--- config.mk ---
export PLATFORM = sky130hd
export DESIGN_NAME = dir_conditioner_flat
export DESIGN_NICKNAME = d
export VERILOG_FILES = /design/src/rtl/dir_conditioner_pkg.sv /design/src/rtl/dir_conditioner_if.sv /design/src/rtl/dir_conditioner_debounce_bit.sv /design/src/rtl/dir_conditioner.sv /design/src/flat_wrapper.sv
export SDC_FILE = /design/constraint.sdc
export NUM_CORES = 1
export LEC_CHECK = 0
export CAP_MARGIN = 20
export CORE_ASPECT_RATIO = 0.75
export CORE_MARGIN = 5
export CORE_UTILIZATION = 60
export CTS_BUF_LIST = sky130_fd_sc_hd__clkbuf_8
export CTS_CLUSTER_DIAMETER = 80
export DETAILED_ROUTE_END_ITERATION = 6
export DONT_BUFFER_PORTS = 1
export PLACE_DENSITY = 0.76
export SLEW_MARGIN = 10
export SYNTH_ARGS = -nofsm -noshare
export SYNTH_HDL_FRONTEND = slang
export SYNTH_HIERARCHICAL = 1
export SYNTH_SLANG_ARGS = --single-unit
--- constraint.sdc ---
create_clock -name clk -period 5.89 [get_ports clk]
set_input_delay 1.178 -clock clk [delete_from_list [all_inputs] [get_ports clk]]
set_output_delay 1.178 -clock clk [all_outputs]
set_load 0.05 [all_outputs]
--- src/rtl/dir_conditioner_pkg.sv ---
// dir_pkg: shared bit indices and per-button FSM states for the direction conditioner
package dir_pkg;
    localparam int DIR_UP = 3;
    localparam int DIR_DOWN = 2;
    localparam int DIR_LEFT = 1;
    localparam int DIR_RIGHT = 0;
    typedef enum logic [1:0] {IDLE, WAIT, REPEAT, HOLD_NOREP} state_t;
endpackage

--- src/rtl/dir_conditioner_if.sv ---
// dir_conditioner_if: raw buttons in, step pulses, held levels and conflict flags out
interface dir_conditioner_if;
    logic [3:0] btn_udlr;
    logic [3:0] step_udlr;
    logic [3:0] held_udlr;
    logic [1:0] conflict;
    modport master (output btn_udlr, input step_udlr, held_udlr, conflict);
    modport slave (input btn_udlr, output step_udlr, held_udlr, conflict);
endinterface

--- src/rtl/dir_conditioner_debounce_bit.sv ---
// dir_debounce_bit: synchronise, debounce and auto-repeat one button, exposing next-state level and raw pulse
module dir_debounce_bit
    import dir_pkg::*;
#(
    parameter int DEB_CYCLES = 50000,
    parameter int REPEAT_DELAY = 10000000,
    parameter int REPEAT_RATE = 2000000
) (
    input  logic clk,
    input  logic rst,
    input  logic btn,
    output logic stable,
    output logic stable_next,
    output logic pulse
);
    localparam int DW = $clog2(DEB_CYCLES + 1);
    localparam int RMAX = REPEAT_DELAY > REPEAT_RATE ? REPEAT_DELAY : REPEAT_RATE;
    localparam int RW = $clog2(RMAX + 1);

    logic s1, s2, flip, rise, fall;
    logic [DW-1:0] cnt, cnt_next;
    logic [RW-1:0] rpt, rpt_next;
    state_t state, state_next;

    assign flip = (s2 != stable) && (cnt == DW'(DEB_CYCLES - 1));
    assign stable_next = flip ? s2 : stable;
    assign cnt_next = (s2 == stable || flip) ? '0 : cnt + DW'(1);
    assign rise = stable_next & ~stable;
    assign fall = ~stable_next & stable;

    // Repeat FSM evaluated on the next-state level so pulses line up with the stable flip; release wins
    always_comb begin
        state_next = state;
        rpt_next = rpt;
        pulse = 1'b0;
        if (fall) begin
            state_next = IDLE;
            rpt_next = '0;
        end else begin
            case (state)
                IDLE: if (rise) begin
                    pulse = 1'b1;
                    rpt_next = '0;
                    state_next = REPEAT_DELAY == 0 ? HOLD_NOREP : WAIT;
                end
                WAIT: begin
                    pulse = rpt == RW'(REPEAT_DELAY - 1);
                    rpt_next = pulse ? '0 : rpt + RW'(1);
                    state_next = pulse ? REPEAT : WAIT;
                end
                REPEAT: begin
                    pulse = rpt == RW'(REPEAT_RATE - 1);
                    rpt_next = pulse ? '0 : rpt + RW'(1);
                end
                default: ;
            endcase
        end
    end

    // Synchroniser, debounce and FSM state registers
    always_ff @(posedge clk) begin
        if (rst) begin
            s1 <= 1'b0;
            s2 <= 1'b0;
            stable <= 1'b0;
            cnt <= '0;
            rpt <= '0;
            state <= IDLE;
        end else begin
            s1 <= btn;
            s2 <= s1;
            stable <= stable_next;
            cnt <= cnt_next;
            rpt <= rpt_next;
            state <= state_next;
        end
    end
endmodule

--- src/rtl/dir_conditioner.sv ---
// dir_conditioner: four conditioned direction buttons with opposing-pair conflict masking
module dir_conditioner
    import dir_pkg::*;
#(
    parameter int DEB_CYCLES = 50000,
    parameter int REPEAT_DELAY = 10000000,
    parameter int REPEAT_RATE = 2000000
) (
    input logic clk,
    input logic rst,
    dir_conditioner_if.slave bus
);
    logic [3:0] stable, stable_next, pulse, mask, step;
    logic [1:0] conflict, conflict_next;

    for (genvar i = 0; i < 4; i++) begin : g_bit
        dir_debounce_bit #(
            .DEB_CYCLES(DEB_CYCLES),
            .REPEAT_DELAY(REPEAT_DELAY),
            .REPEAT_RATE(REPEAT_RATE)
        ) u_bit (
            .clk(clk),
            .rst(rst),
            .btn(bus.btn_udlr[i]),
            .stable(stable[i]),
            .stable_next(stable_next[i]),
            .pulse(pulse[i])
        );
    end

    assign conflict_next = {stable_next[DIR_UP] & stable_next[DIR_DOWN],
                            stable_next[DIR_LEFT] & stable_next[DIR_RIGHT]};
    assign mask = {conflict_next[1], conflict_next[1], conflict_next[0], conflict_next[0]};

    // Register masked steps and conflict flags alongside the stable levels they derive from
    always_ff @(posedge clk) begin
        if (rst) begin
            step <= '0;
            conflict <= '0;
        end else begin
            step <= pulse & ~mask;
            conflict <= conflict_next;
        end
    end

    assign bus.step_udlr = step;
    assign bus.held_udlr = stable;
    assign bus.conflict = conflict;
endmodule

--- src/flat_wrapper.sv ---
// flat-port wrapper written by rule: the top's interface ports become plain ports
module dir_conditioner_flat import dir_pkg::*;
#(
    parameter int DEB_CYCLES = 50000,
    parameter int REPEAT_DELAY = 10000000,
    parameter int REPEAT_RATE = 2000000
)
  (clk, rst, bus_btn_udlr, bus_step_udlr, bus_held_udlr, bus_conflict);
  dir_conditioner_if bus_i ();
  input logic clk;
  input logic rst;
  input wire logic [$bits(bus_i.btn_udlr)-1:0] bus_btn_udlr;
  output wire logic [$bits(bus_i.step_udlr)-1:0] bus_step_udlr;
  output wire logic [$bits(bus_i.held_udlr)-1:0] bus_held_udlr;
  output wire logic [$bits(bus_i.conflict)-1:0] bus_conflict;
  assign bus_i.btn_udlr = bus_btn_udlr;
  assign bus_step_udlr = bus_i.step_udlr;
  assign bus_held_udlr = bus_i.held_udlr;
  assign bus_conflict = bus_i.conflict;
  dir_conditioner #(.DEB_CYCLES(DEB_CYCLES), .REPEAT_DELAY(REPEAT_DELAY), .REPEAT_RATE(REPEAT_RATE)) u_core (.clk(clk), .rst(rst), .bus(bus_i));
endmodule
# --- Word-level counts from Yosys, hierarchy flattened ---
# Index checks and enable logic that the tools add are counted.
op_classes:
  bitwise: 20
  n_mux: 44
  reduce_logical: 36
  eq_ne: 32
  addsub: 8
op_table:
  columns: ["op", "n"]
  rows:
  - ["$mux W24", 12]
  - ["$pmux W24 S3", 4]
  - ["$add A24 B1 Y24 const B", 4]
  - ["$eq A24 B21 Y1 const B", 4]
  - ["$eq A24 B24 Y1 const B", 4]
  - ["$add A16 B1 Y16 const B", 4]
  - ["$eq A16 B16 Y1 const B", 4]
  - ["$mux W2", 8]
  - ["$pmux W2 S2", 4]
  - ["$reduce_and A2 Y1", 8]
  - ["$reduce_or A2 Y1", 8]
  - ["$mux W1", 12]
  - ["$pmux W1 S3", 4]
  - ["$reduce_bool A3 Y1", 4]
  - ["$and A1 B1 Y1", 10]
  - ["$eq A2 B1 Y1 const B", 4]
  - ["$eq A2 B2 Y1 const B", 4]
  - ["$logic_not A2 Y1", 4]
  - ["$ne A2 B2 Y1 const B", 4]
  - ["$not A1 Y1", 8]
  - ["$reduce_bool A2 Y1", 4]
  - ["$and A4 B4 Y4", 1]
  - ["$eq A1 B1 Y1", 4]
  - ["$logic_and A1 B1 Y1", 4]
  - ["other kinds (3)", 9]
word_totals:
  word_cells: 166
  inputBits: 6
  regBits: 186

# --- Longest topological paths before layout ---
logic_depth:
  word_depth: 8
  mapped_depth: 9

# --- Modules after synthesis ---
# The synthesis kept the hierarchy.
by_module_without_submodules:
  columns: ["module", "instances", "area_each_um2", "seq_area_each_um2", "cells_each"]
  rows:
  - ["dir_debounce_bit", 4, 2344.7, 900.9, 280]
  - ["dir_conditioner", 1, 170.2, 120.1, 16]

# --- Worst setup path before layout ---
# No wires, ideal clock.
synth_path:
  path_type: "input-to-reg"
  startpoint: "input port rst"
  endpoint: "register u_core.g_bit[0].u_bit.rpt[11]"
  required_ps: 5795
  arrival_time_ps: 2096
  setup_time_ps: 95
  slack_ps: 3699
  stages: 5
  cell_sequence: "o21bai_1 > a21oi_2 > nand2_2 > buf_2 > o311ai_1"
synth_via:
  elab_chain_len: 1
synth_lines:
  columns: ["item", "line_no", "text"]
  rows:
  - ["start, declared", "flat_wrapper.sv:11", "input logic rst;"]
  - ["$reduce_or A2 Y1 (no line)", null, null]
  - ["end signal, assigned", "dir_conditioner_debounce_bit.sv:74", "rpt <= rpt_next;"]
  - ["end, declared", "dir_conditioner_debounce_bit.sv:22", "logic [RW-1:0] rpt, rpt_next;"]
# Every way passes these cells.
# A chain may end at the register's enable or synchronous reset.

# --- Final worst setup path ---
layout_path:
  startpoint: "register u_core.g_bit[0].u_bit.cnt[0]"
  endpoint: "register u_core.g_bit[0].u_bit.rpt[3]"
layout_via:
  elab_chain_len: 6
  elab_cells_between_ends: 9
  cone_classes: "2 x eq/ne; 1 x mux; 3 x bitwise; 3 x reduce/logical"
layout_lines:
  columns: ["item", "line_no", "text"]
  rows:
  - ["start, declared", "dir_conditioner_debounce_bit.sv:21", "logic [DW-1:0] cnt, cnt_next;"]
  - ["start signal, assigned", "dir_conditioner_debounce_bit.sv:73", "cnt <= cnt_next;"]
  - ["$eq A16 B16 Y1 *", "dir_conditioner_debounce_bit.sv:25", "assign flip = (s2 != stable) && (cnt == DW'(DEB_CYCLES - 1));"]
  - ["$logic_and A1 B1 Y1 *", "dir_conditioner_debounce_bit.sv:25", null]
  - ["$mux W1 *", "dir_conditioner_debounce_bit.sv:26", "assign stable_next = flip ? s2 : stable;"]
  - ["$and A1 B1 Y1 or $not A1 Y1 (tied branches)", "dir_conditioner_debounce_bit.sv:28, dir_conditioner_debounce_bit.sv:29", null]
  - ["$ne A2 B2 Y1 (no line) or $and A1 B1 Y1 (tied branches)", null, null]
  - ["$reduce_and A2 Y1 (no line) or $reduce_or A2 Y1 (tied branches)", null, null]
# Mark *: on every way between the ends. The rest lies on a longest branch, timed or not.

==> metrics.cfg <==
[run_status]
status=complete, no violations

[synthesis]
synth_edf_count=0
ys.flop_type=dfxtp_1
ys_ff_latch=186
yosysWarnings=6
synth-async-reset-ratio_pct=0
synth_seq_area_share_pct=38.99
synth_cells=1136
synth_cell_types=49
mappedNetlistNets=1170
syn-cell-area_mm2=0.009549
postSynthAreaPerCell_um2=8.406

[hold_path]
hold_path.startpoint=u_core/g_bit[3].u_bit/s1
hold_depth=1
hold_path_end=u_core/g_bit[3].u_bit/s2
hold_class=register to register

[placed_design]
place_hpwl_um=13560
numPortBuffers=0
place_ws_ps=3125
gp_congestion=0.8367

[clock_network]
h-tree-depth=4
ctsResizeCount=0
cts_hold_buf=0
clk_pin_slew_worst_paths_ps=90
clock_sinks=186
clock_latency_ps=460
cts_buffers=17
cts_tree=built
cts_root_buf=clkbuf_8
post-cts-setup-buffers=0
clk_path_buf_depth=2

[timing]
rsz0062_at_grt=false
layout_setup_ws_ps=3140
hold_ws_ps=442.5
post-route-period-util_pct=46.68
drv_slew=0
period_minus_slack_ps=2750
fin_skew_ps=8.116
setup_violations=0
worst_pin_slew_ps=883.9
relSlewSlack_pct=40.95
setup_tns_ps=0
max_freq_mhz=363.7
hold_violations=0

[worst_setup_path]
slowest_stage=o21bai_1
r2r_end=u_core/g_bit[0].u_bit/rpt[3]
r2r-start=u_core/g_bit[0].u_bit/cnt[0]
critPathBufInv=1
critical_path_class=register to register
critical_path_peak_fanout=24
cp-end-kind=register
cp_cell_sequence=ha_1 > and3_1 > nand4_2 > o21bai_1 > a21oi_2 > buf_4 > nand2_2 > o311ai_1
reg2reg_slack_ps=3140
start_kind=register
critPathTopFamily=compound AO/OA/AOI/OAI gates
reg2reg_depth=8
worstPathRequired_ps=6220
startpoint=u_core/g_bit[0].u_bit/cnt[0]
cpPeakStageDelay_ps=780
crit_arrival_ps=3080

[power_and_ir_drop]
swShare_pct=21.16
cell_internal_pwr_w=0.001679
p_seq_share_pct=59.2
power_frac_clock_pct=39.5
p_switching_w=0.0004504
power_density_mw_per_mm2=211.0
power_leakage_nw=3.396
max-vdd-ir-drop_uv=152.1
pwr-share-comb_pct=1.2

[grt]
grt_pass1_vias=7012
grt_pass1_wl_um=33350
grt_util_all_layers_pct=21.14
overflow=0
grt_max_degree=25
antenna_found_initial=2

[layout]
nets=1161
area_delta_synth_final_pct=5.673
layout_common_cells=dfxtp_1 (186), nand2_1 (150), nand3_1 (112), nor2_1 (86), inv_1 (50)
drive_above_1_share_pct=8.165
antenna_cells=0
fillers=1388
final_common_cell=dfxtp_1

[drt]
vias=8235
wirelength_um=19900
ant_nets=0
initialDrtViolationCount=553
drt-pass1-iter-count=7
routedWlPerCell_um=14.75
drcViolationCount=0
viasPerCell=6.105

[die]
boundaryPins=16
core_mm2=0.01582
fp.dieH_um=119.3
die-area_mm2=0.01856
start_util_pct=60.38
die_w_um=155.7
fp-row-count=40

[job]
cap_violations=0

worst max path at each step:
stage / end / slack (ps) / cells after the start
6_report: u_core/g_bit[0].u_bit/rpt[3] / 3140 / 8
5_1_grt: u_core/g_bit[3].u_bit/rpt[6] / 2850 / 8
4_1_cts: u_core/g_bit[3].u_bit/rpt[15] / 3130 / 8
3_3_place_gp: u_core/g_bit[3].u_bit/rpt[7] / 3210 / 5
3_5_place_dp: u_core/g_bit[3].u_bit/rpt[11] / 3120 / 5
2_1_floorplan: u_core/g_bit[0].u_bit/rpt[11] / 3700 / 5
state kept, by name, summed over array words and instances, names as in the netlist:
signal                     count
u_core/bus.conflict            2
u_core/bus.step_udlr           4
u_core/g_bit.u_bit/cnt        64
u_core/g_bit.u_bit/rpt        96
u_core/g_bit.u_bit/s1          4
u_core/g_bit.u_bit/s2          4
u_core/g_bit.u_bit/stable      4
u_core/g_bit.u_bit/state       8
cell families after synthesis:
logic type | after synthesis | synth area share [%]
AND/OR/NAND/NOR | 572 | 32.60
AO/OA/AOI/OAI | 218 | 16.46
flip-flops | 186 | 38.99
buffers and inverters | 80 | 3.354
XOR/XNOR | 44 | 4.036
adder cells (fa/ha/maj) | 28 | 3.669
multiplexers | 8 | 0.8910
worst register-to-register path: stages, from the launching register on:
cell and delay (ps):
dfxtp_1 360, ha_1 270, and3_1 220, nand4_2 230, o21bai_1 780, a21oi_2 30
buf_4 260, nand2_2 320, o311ai_1 160
layer usage:
layer | vias to the layer above | share of wire, % | track usage [%]
met1 | 3860 | 51 | 31.35
met4 | 4 | 0.94 | 5.577
li1 | 4177 | - | -
met5 | - | 0.13 | 0
met3 | 20 | 4.8 | 4.432
met2 | 174 | 43 | 31.16
power by group through the flow:
stage          clock network, W  logic (W)  registers [W]
3_3_place_gp                  0  0.0000259        0.00129
2_1_floorplan                 0  0.0000220        0.00129
4_1_cts                0.000865  0.0000266        0.00126
5_1_grt                0.000918  0.0000293        0.00126
6_report               0.000842  0.0000263        0.00126
3_5_place_dp                  0  0.0000264        0.00129
per-stage QoR:
step / area, µm² / total power [W] / util [%] / cells
floorplan: 9549 / 0.001312 / - / 1136
global placement: 9702 / 0.001316 / 61.34 / 1318
detailed placement: 9702 / 0.001317 / 61.34 / 1318
CTS: 10090 / 0.002152 / 63.81 / 1349
global route: 10090 / 0.002209 / 63.81 / 1349
finish: 10090 / 0.002129 / 63.81 / 1349
cells in the mapped netlist, drive strengths merged (8+ instances only):
cell type	count	share of area [%]
ha	28	3.7
xor2	36	3.3
o211ai	8	0.63
o31ai	16	1.3
a21oi	42	2.4
dfxtp	186	39
nor3	24	1.3
nor2	90	3.6
clkbuf	20	0.84
o311ai	48	4.4
xnor2	8	0.73
or3	20	1.3
nand4	28	2.4
nand3	116	6.3
or2	8	0.63
o21ai	32	1.7
inv	48	1.9
a31oi	28	1.8
buf	12	0.63
a22oi	12	0.94
and2	12	0.79
nor2b	16	1.0
nand2b	8	0.52
nor4	12	1.4
nor4b	16	2.0
nand2	154	6.2
and4	16	1.5
a31o	8	0.73
and3	44	2.9
layout make-up:
cell class	count	area, µm²	share of cell area, %
Clock buffer	21	289.0	2.864
Clock inverter	10	100.1	0.9919
Inverter	48	180.2	1.785
Multi-Input combinational cell	870	5505	54.56
Sequential cell	186	3724	36.90
Tap cell	210	262.8	2.604
Timing Repair Buffer	4	30.03	0.2976
No activity file was read; power rests on OpenSTA's default activity.
